==> config.mk <==
export PLATFORM = sky130hd
export DESIGN_NAME = meas_window_ctrl
export DESIGN_NICKNAME = d
export VERILOG_FILES = /design/src/rtl/meas_pkg.sv /design/src/rtl/meas_tick_gen.sv /design/src/rtl/meas_window_ctrl.sv
export SDC_FILE = /design/constraint.sdc
export NUM_CORES = 1
export LEC_CHECK = 0
export BUFFER_PORTS_ARGS = -buffer_cell sky130_fd_sc_hd__buf_2
export CORE_ASPECT_RATIO = 0.6
export CORE_MARGIN = 4
export CORE_UTILIZATION = 40
export CTS_CLUSTER_SIZE = 28
export DETAILED_ROUTE_END_ITERATION = 7
export PLACE_DENSITY = 0.67
export SETUP_SLACK_MARGIN = 0.02
export SKIP_CTS_REPAIR_TIMING = 1
export SLEW_MARGIN = 20
export SYNTH_ARGS = -nofsm -noshare
export SYNTH_HDL_FRONTEND = slang
export SYNTH_SLANG_ARGS = --single-unit
==> constraint.sdc <==
create_clock -name inclk -period 4.2 [get_ports inclk]
set_clock_uncertainty 0.05 [all_clocks]
set_input_delay 0.84 -clock inclk [delete_from_list [all_inputs] [get_ports inclk]]
set_output_delay 0.84 -clock inclk [all_outputs]
set_load 0.05 [all_outputs]
==> src/rtl/meas_pkg.sv <==
// Shared definitions for the measurement-window sequencer: FSM state
// encodings and default widths.
package meas_pkg;

    // FSM state encoding
    localparam logic [1:0] ST_IDLE   = 2'd0;
    localparam logic [1:0] ST_ARM    = 2'd1;
    localparam logic [1:0] ST_RUN    = 2'd2;
    localparam logic [1:0] ST_REPORT = 2'd3;

    // Default widths
    localparam int DIV_W_DEF = 32;
    localparam int WIN_W_DEF = 16;
    localparam int CNT_W_DEF = 32;

endpackage

==> src/rtl/meas_tick_gen.sv <==
// Runtime-loadable tick divider. Counts 0..div and pulses tick for one
// cycle when the count equals div, then wraps. div==0 ticks every cycle.
// clr holds the counter at zero (used while no measurement is running).
module meas_tick_gen
    import meas_pkg::*;
#(
    parameter int DIV_W = DIV_W_DEF
) (
    input  logic             inclk,
    input  logic             reset,
    input  logic             clr,
    input  logic [DIV_W-1:0] div,
    output logic             tick
);

    logic [DIV_W-1:0] cnt_q;
    logic [DIV_W-1:0] cnt_d;

    // Tick on terminal count; next count wraps or is cleared
    always_comb begin
        tick  = (cnt_q == div);
        cnt_d = cnt_q + DIV_W'(1);
        if (clr || tick) begin
            cnt_d = '0;
        end
    end

    // Divider count register
    always_ff @(posedge inclk) begin
        if (reset) begin
            cnt_q <= '0;
        end else begin
            cnt_q <= cnt_d;
        end
    end

endmodule

==> src/rtl/meas_window_ctrl.sv <==
// Measurement sequencer: accepts a (divisor, window) command, counts
// synchronised rising edges of evt_in over exactly (div+1)*win cycles and
// returns the count over a valid/ready result handshake.
// Build option: define MEAS_SAT_EN to make the event counter saturate at
// its maximum on overflow; otherwise it wraps to zero. res_ovf is set in
// both cases.
module meas_window_ctrl
    import meas_pkg::*;
#(
    parameter int DIV_W = DIV_W_DEF,
    parameter int WIN_W = WIN_W_DEF,
    parameter int CNT_W = CNT_W_DEF
) (
    input  logic             inclk,
    input  logic             reset,
    input  logic             cmd_valid,
    output logic             cmd_ready,
    input  logic [DIV_W-1:0] cmd_div,
    input  logic [WIN_W-1:0] cmd_win,
    input  logic             cmd_abort,
    input  logic             evt_in,
    output logic             busy,
    output logic             res_valid,
    input  logic             res_ready,
    output logic [CNT_W-1:0] res_count,
    output logic             res_ovf
);

    logic [1:0]       state_q, state_d;
    logic [DIV_W-1:0] div_q, div_d;
    logic [WIN_W-1:0] win_q, win_d;
    logic [WIN_W-1:0] tick_cnt_q, tick_cnt_d;
    logic [CNT_W-1:0] evt_cnt_q, evt_cnt_d;
    logic             ovf_q, ovf_d;
    logic [CNT_W-1:0] res_count_q, res_count_d;
    logic             res_ovf_q, res_ovf_d;
    logic [1:0]       sync_q, sync_d;
    logic             prev_q, prev_d;

    logic             tick;
    logic             tick_clr;
    logic             evt_edge;
    logic [CNT_W-1:0] cnt_step;
    logic             ovf_step;

    // Divider only runs during RUN; ARM (and every other state) holds it at 0
    assign tick_clr = (state_q != ST_RUN);

    meas_tick_gen #(
        .DIV_W (DIV_W)
    ) u_tick_gen (
        .inclk (inclk),
        .reset (reset),
        .clr   (tick_clr),
        .div   (div_q),
        .tick  (tick)
    );

    assign cmd_ready = (state_q == ST_IDLE) && !reset;
    assign busy      = (state_q != ST_IDLE);
    assign res_valid = (state_q == ST_REPORT);
    assign res_count = res_count_q;
    assign res_ovf   = res_ovf_q;

    // Synchroniser and edge detector; prev follows sync every cycle, so in
    // ARM it captures the current level and a line already high is not counted
    always_comb begin
        sync_d   = {sync_q[0], evt_in};
        prev_d   = sync_q[1];
        evt_edge = sync_q[1] & ~prev_q;
    end

    // Event count after this cycle's edge, including overflow handling
    always_comb begin
        cnt_step = evt_cnt_q;
        ovf_step = ovf_q;
        if (evt_edge) begin
            if (evt_cnt_q == {CNT_W{1'b1}}) begin
                ovf_step = 1'b1;
`ifdef MEAS_SAT_EN
                cnt_step = evt_cnt_q;
`else
                cnt_step = '0;
`endif
            end else begin
                cnt_step = evt_cnt_q + CNT_W'(1);
            end
        end
    end

    // Sequencer FSM: window timing, counting and result latching
    always_comb begin
        state_d     = state_q;
        div_d       = div_q;
        win_d       = win_q;
        tick_cnt_d  = tick_cnt_q;
        evt_cnt_d   = evt_cnt_q;
        ovf_d       = ovf_q;
        res_count_d = res_count_q;
        res_ovf_d   = res_ovf_q;

        case (state_q)
            ST_IDLE: begin
                if (cmd_valid) begin
                    div_d     = cmd_div;
                    win_d     = cmd_win;
                    evt_cnt_d = '0;
                    ovf_d     = 1'b0;
                    state_d   = ST_ARM;
                end
            end
            ST_ARM: begin
                tick_cnt_d = '0;
                if (cmd_abort) begin
                    state_d = ST_IDLE;
                end else if (win_q == '0) begin
                    res_count_d = '0;
                    res_ovf_d   = 1'b0;
                    state_d     = ST_REPORT;
                end else begin
                    state_d = ST_RUN;
                end
            end
            ST_RUN: begin
                // Abort wins over a tick landing in the same cycle
                if (cmd_abort) begin
                    state_d = ST_IDLE;
                end else begin
                    evt_cnt_d = cnt_step;
                    ovf_d     = ovf_step;
                    if (tick) begin
                        if (tick_cnt_q == win_q - WIN_W'(1)) begin
                            // Final tick: result includes an edge on this cycle
                            res_count_d = cnt_step;
                            res_ovf_d   = ovf_step;
                            state_d     = ST_REPORT;
                        end else begin
                            tick_cnt_d = tick_cnt_q + WIN_W'(1);
                        end
                    end
                end
            end
            ST_REPORT: begin
                if (res_ready) begin
                    state_d = ST_IDLE;
                end
            end
            default: begin
                state_d = ST_IDLE;
            end
        endcase
    end

    // State, configuration, counter and result registers
    always_ff @(posedge inclk) begin
        if (reset) begin
            state_q     <= ST_IDLE;
            div_q       <= '0;
            win_q       <= '0;
            tick_cnt_q  <= '0;
            evt_cnt_q   <= '0;
            ovf_q       <= 1'b0;
            res_count_q <= '0;
            res_ovf_q   <= 1'b0;
            sync_q      <= '0;
            prev_q      <= 1'b0;
        end else begin
            state_q     <= state_d;
            div_q       <= div_d;
            win_q       <= win_d;
            tick_cnt_q  <= tick_cnt_d;
            evt_cnt_q   <= evt_cnt_d;
            ovf_q       <= ovf_d;
            res_count_q <= res_count_d;
            res_ovf_q   <= res_ovf_d;
            sync_q      <= sync_d;
            prev_q      <= prev_d;
        end
    end

endmodule
---- Yosys cells after proc, flatten, opt, wreduce, memory -nomap -nowiden ----
Index checks and enable logic that the tools add are counted.
storage, ports and cells
  register bits ........................... 167
  latch bits .............................. 0
  RAM bits ................................ 0
  ROM bits ................................ 0
  bits of input ports ..................... 54
  output and inout port bits .............. 36
  logic and storage cells ................. 82
  memories kept ........................... 0
operators by class
  add/subtract/negate cells ............... 4
  multiply operators ...................... 0
  divide/modulo/power cells ............... 0
  $lt $le $gt $ge ......................... 0
  equality and inequality tests ........... 17
  shift-type cells ........................ 0
  mux-type cells .......................... 34
  bitwise logic cells ..................... 2
  reductions and logical operators ........ 14
operators with widths
  kind                                                                   count
  32-bit 2-to-1 mux                                                      9
  32-bit one-hot mux with 2 select lines                                 2
  32-bit by 1-bit adder with 32-bit output, second input constant        2
  16-bit 2-to-1 mux                                                      3
  32-bit equality test                                                   1
  32-bit equality test, second input constant                            1
  16-bit one-hot mux with 2 select lines                                 1
  16-bit by 1-bit adder with 16-bit output, second input constant        1
  16-bit equality test                                                   1
  16-bit logical NOT                                                     1
  2-bit != test, second input constant                                   8
  16-bit by 1-bit subtractor with 16-bit output, second input constant   1
  2-bit 2-to-1 mux                                                       6
  1-bit 2-to-1 mux                                                       10
  2-bit one-hot mux with 4 select lines                                  1
  4-bit AND reduction                                                    2
  3-bit != test, second input constant                                   2
  6-bit AND reduction                                                    1
  2-bit nonzero test                                                     3
  2-bit equality test, second input constant                             2
  1-bit one-hot mux with 2 select lines                                  2
  3-bit AND reduction                                                    1
  2-bit by 1-bit equality test with 1-bit output, second input constant  1
  2-bit logical NOT                                                      1
  other kinds (8)                                                        8

---- Longest topological paths before layout ----
  word-level depth ........................ 7
  depth in mapped cells ................... 12
  gate-level depth less buffers ........... 10

---- Cells and area by module ----
From an unflattened synthesis, not the netlist that was laid out.
second synthesis, totals
  cell total of the unflattened synthesis .. 1043
  area, all modules ....................... 8463.1 um^2
modules (own cells, without submodules)
  module            instances  cells each  area an instance (um^2)  sequential area each (um^2)
  meas_window_ctrl  1          825         6497.5                   2702.6
  meas_tick_gen     1          218         1965.6                   640.6

---- Worst setup path after synthesis ----
No wires, ideal clock.
  kind .................................... reg-to-reg
  start ................................... reg win_q[0]
  end ..................................... reg res_count_q[14], in the netlist res_count[14]
  library setup time ...................... 70 ps
  data arrival time ....................... 2926 ps
  data required time ...................... 4080 ps
  path slack .............................. 1153 ps
  stages on the path, launching flop included .. 13
  buffers on the path ..................... 2
  clock period less this slack ............ 3047 ps
  path through ............................ dfxtp_1 > inv_1 > ha_1 > or3b_1 > or4_1 > o21ai_1 > and4_1 > nand3b_1 > o21a_1 > buf_6 > buf_6 > or4_1 > a21oi_1
on the way
  cells in the longest elaborated chain, start to end .. 4
  elaborated cells on any way between the ends .. 6
  classes of those cells .................. 1 x add/sub; 3 x eq/ne; 2 x reduce/logical
RTL lines
  item                                           RTL line                 source
  start, declared                                meas_window_ctrl.sv:31   logic [WIN_W-1:0] win_q, win_d;
  start signal, assigned                         meas_window_ctrl.sv:170  win_q <= win_d;
  16-bit by 1-bit subtractor with 16-bit output  meas_window_ctrl.sv:132  if (tick_cnt_q == win_q - WIN_W'(1)) begin
  16-bit equality test                           meas_window_ctrl.sv:132
  2-bit != test (no source line)                 -
  6-bit AND reduction (no source line) *         -
  end signal, assigned                           meas_window_ctrl.sv:174  res_count_q <= res_count_d;
  end, declared                                  meas_window_ctrl.sv:35   logic [CNT_W-1:0] res_count_q, res_count_d;
Mark *: on every way between the ends. The rest lies on a longest branch, timed or not.
A chain may end at the register's enable or synchronous reset.

---- Final worst setup path ----
  start ................................... reg win_q[0]
  end ..................................... reg tick_cnt_q[15]
on the way
  cells in the longest elaborated chain, start to end .. 4
RTL lines
  item                                           RTL line                 source
  16-bit by 1-bit subtractor with 16-bit output  meas_window_ctrl.sv:132
  16-bit equality test                           meas_window_ctrl.sv:132
  2-bit != test (no source line)                 -
  4-bit AND reduction (no source line)           -
  end signal, assigned                           meas_window_ctrl.sv:171  tick_cnt_q <= tick_cnt_d;
  end, declared                                  meas_window_ctrl.sv:32   logic [WIN_W-1:0] tick_cnt_q, tick_cnt_d;
No other way between the ends.

==> impl_results.md <==
* Largest net degree at the start of global routing at 69
* Starting density of the core at a little over 40%
* Worst min path class: reg -> reg
* Initial DRC Count at a little over 700
* Routed vias/inst at 5.359
* Register bit total from synthesis at ~170
* Layout Nets at 1,203
* Most frequent cells in the layout: 192 x nand2_1, 167 x dfxtp_1, 128 x a21oi_1
* Synth Instances at 1,090
* Total CTS buffers at 17
* N_diodes at 0
* Core ar. at ~20,000 sq um
* Syn_nets at 1,149
* Critical Path Start Type: flip-flop
* Post-synth EDFFs at 0
* Normalized max-slew margin at between 30% and 40%
* Clk_lat worst skew at ~0.43 ns
* Synth Area in Simple Gates at between 20% and 30%
* Layout Utilization at roughly 47%
* Worst-Margin Slew at approximately 0.97 ns
* Setup tns final at 0 ns
* Die Wd at 194.9 microns
* Worst-path maximum fanout at 8
* Total die area at about 23,000 sq um
* Worst vdd ir at between 0.0002 and 0.0003 V
* Remaining Overflow, GRT at 0
* Ports at 90
* Share of cells above drive strength 1 at about an eighth
* Multiplexer area fraction after synthesis at under 10%
* Synth async-reset ratio at 0%
* Htree depth at 4
* FF-to-FF setup slack at 0.72 ns
* Largest family of logic cells by synthesized area: simple AND/OR/NAND/NOR gates
* RSZ-0062 raised after global routing: false
* Mapped Area at 8386 sq um
* Post-route ant nets at 0
* Critical Path AT at 3.76 ns
* Compound-Gate Fraction of Synth Area at around 14%
* Commonest non-fill, non-tap cell in the layout: nand2_1
* Yosys warnings at 0
* # setup viols final at 0
* WL final at approximately 22,000 microns
* Clk sinks at ~170
* Vias in the first global route at approximately 6,900
* Initial antenna violation count at 0
* Max-slew violations at 0
* Max Root-Sink Buffers at 2
* Main synth FF type: dfxtp_1
* Status: completed
* Input/output buffers at slightly below 90
* Row count at 40
* MaxCap Viol Count at 0
* Wire per inst at 15.62 microns
* Tot GR Track Use at between 10% and 20%
* Count of cell types in the netlist at 53
* Final hold violations at 0
* DRT Pass-1 Iters at 5
* Critical path class: reg -> reg
* Leak Pwr at approximately 3.6 nW
* F_max at between 200 and 300 MHz
* Die Y at 120.2 microns
* Placed cell count at between 1,000 and 1,500
* WHS at between 0.3 and 0.4 ns
* Seq/Total Area, Yosys at between 30% and 40%
* Layout area overhead at 14.56%
* Hpwl dp at 15,870 microns
* PD cells at between 300 and 400 nW/um^2
* Via count at approximately 7,700
* Setup crit end kind: flip-flop
* Routability cong. at 0.8953
* Pwr Total at approximately 3.6 mW
* DRC at 0
* First-pass GRT wire length at about 37,000 microns
* Post-layout min period at 3.480 ns
* CTS tree: yes
* XOR/XNOR share of the synthesized area at 11.70%
* WP data required at roughly 4.5 ns
* Clk slew on worst S/H paths at 0.07 ns
* Syn_area_per_cell at 7.693 sq um
* Post-Layout Cell Count at 1,430
* Clock root buffer: clkbuf_16
* Synth Area in Adders at less than 1%
* Fin crit share at between 80% and 90%
==> cell usage after synthesis (all sizes together) (2+ instances only) <==
library cell,n,area share [%]
a2111oi,2,0.21
a211o,2,0.21
a211oi,5,0.45
a21o,2,0.18
a21oi,129,7.7
a22oi,2,0.18
a31oi,2,0.15
and2,7,0.52
and3,19,1.4
and4,3,0.31
buf,6,0.55
clkbuf,62,2.8
dfxtp,167,40
ha,5,0.75
inv,11,0.49
mux2i,10,1.2
nand2,192,8.6
nand2b,10,0.75
nand3,48,2.9
nand3b,4,0.36
nand4,25,1.9
nand4b,2,0.21
nor2,95,4.3
nor2b,16,1.2
nor3,19,1.1
nor4,14,1.2
o211ai,3,0.27
o21a,2,0.18
o21ai,53,3.2
o22ai,2,0.15
o311ai,2,0.21
o31ai,4,0.36
or2,2,0.15
or3,24,1.8
or4,17,1.5
xnor2,37,3.9
xor2,75,7.8
==> cell families (layout without fill, tap and decap cells) <==
logic type	after synthesis	count (layout)
adder cells (fa/ha/maj)	5	5
multiplexers	11	11
AO/OA/AOI/OAI	215	215
AND/OR/NAND/NOR	501	501
buffers and inverters	79	146
flip-flops	167	167
XOR/XNOR	112	112
==> metrics by stage <==
stage | instance area [sq um] | setup slack (ns)
after floorplan | 8386 | 1.153
after global placement | 9000 | 0.6890
after detailed placement | 9000 | 0.5836
after CTS | 9604 | 0.5587
after global routing | 9607 | 0.5579
final | 9607 | 0.7199
==> routing by layer <==
metal / vias up / track usage (%) / wire (microns)
met5: - / 0 / 0
met4: 0 / 3.967 / 216
met3: 18 / 5.191 / 1376
met2: 206 / 25.78 / 8828
met1: 3576 / 29.78 / 11920
li1: 3863 / - / -
==> worst paths after layout <==
kind,from,endpoint,cells past startpoint
worst max-delay path,win_q[0],tick_cnt_q[15],10
worst min-delay path,sync_q[0],sync_q[1],1
worst max register to register,win_q[0],tick_cnt_q[15],10
worst min register to register,sync_q[0],sync_q[1],1
==> final cells by class <==
type | instances | area (sq um)
sequential | 167 | 3343
clock inverter | 15 | 178.9
inverter | 11 | 41.29
timing repair buffer | 103 | 553.0
tap | 273 | 341.6
fill | 2057 | 10710
multi-input combinational | 844 | 4723
clock buffer | 17 | 425.4
==> registers in the layout (all words and copies together) (netlist names) <==
name / count
ovf_q: 1
state_q: 2
res_count: 32
res_ovf: 1
win_q: 16
div_q: 32
tick_cnt_q: 16
u_tick_gen.cnt_q: 32
evt_cnt_q: 32
prev_q: 1
sync_q: 2
==> worst max-delay path, cell delays in order, from the launching register on <==
cell      delay [ns]
dfxtp_1         0.37
inv_1           0.11
ha_1            0.25
or3b_1          0.43
or4_1           0.48
o21ai_1         0.17
nand4_1         0.14
nor4_2          0.69
a211oi_1        0.31
o21a_1          0.27
mux2i_1         0.11
==> power breakdown <==
part / switching, mW / internal (mW)
logic: 0.230 / 0.126
registers: 0.0364 / 1.62
clock network: 0.726 / 0.902
total: 0.992 / 2.65
(Power assumes the default switching activity.)
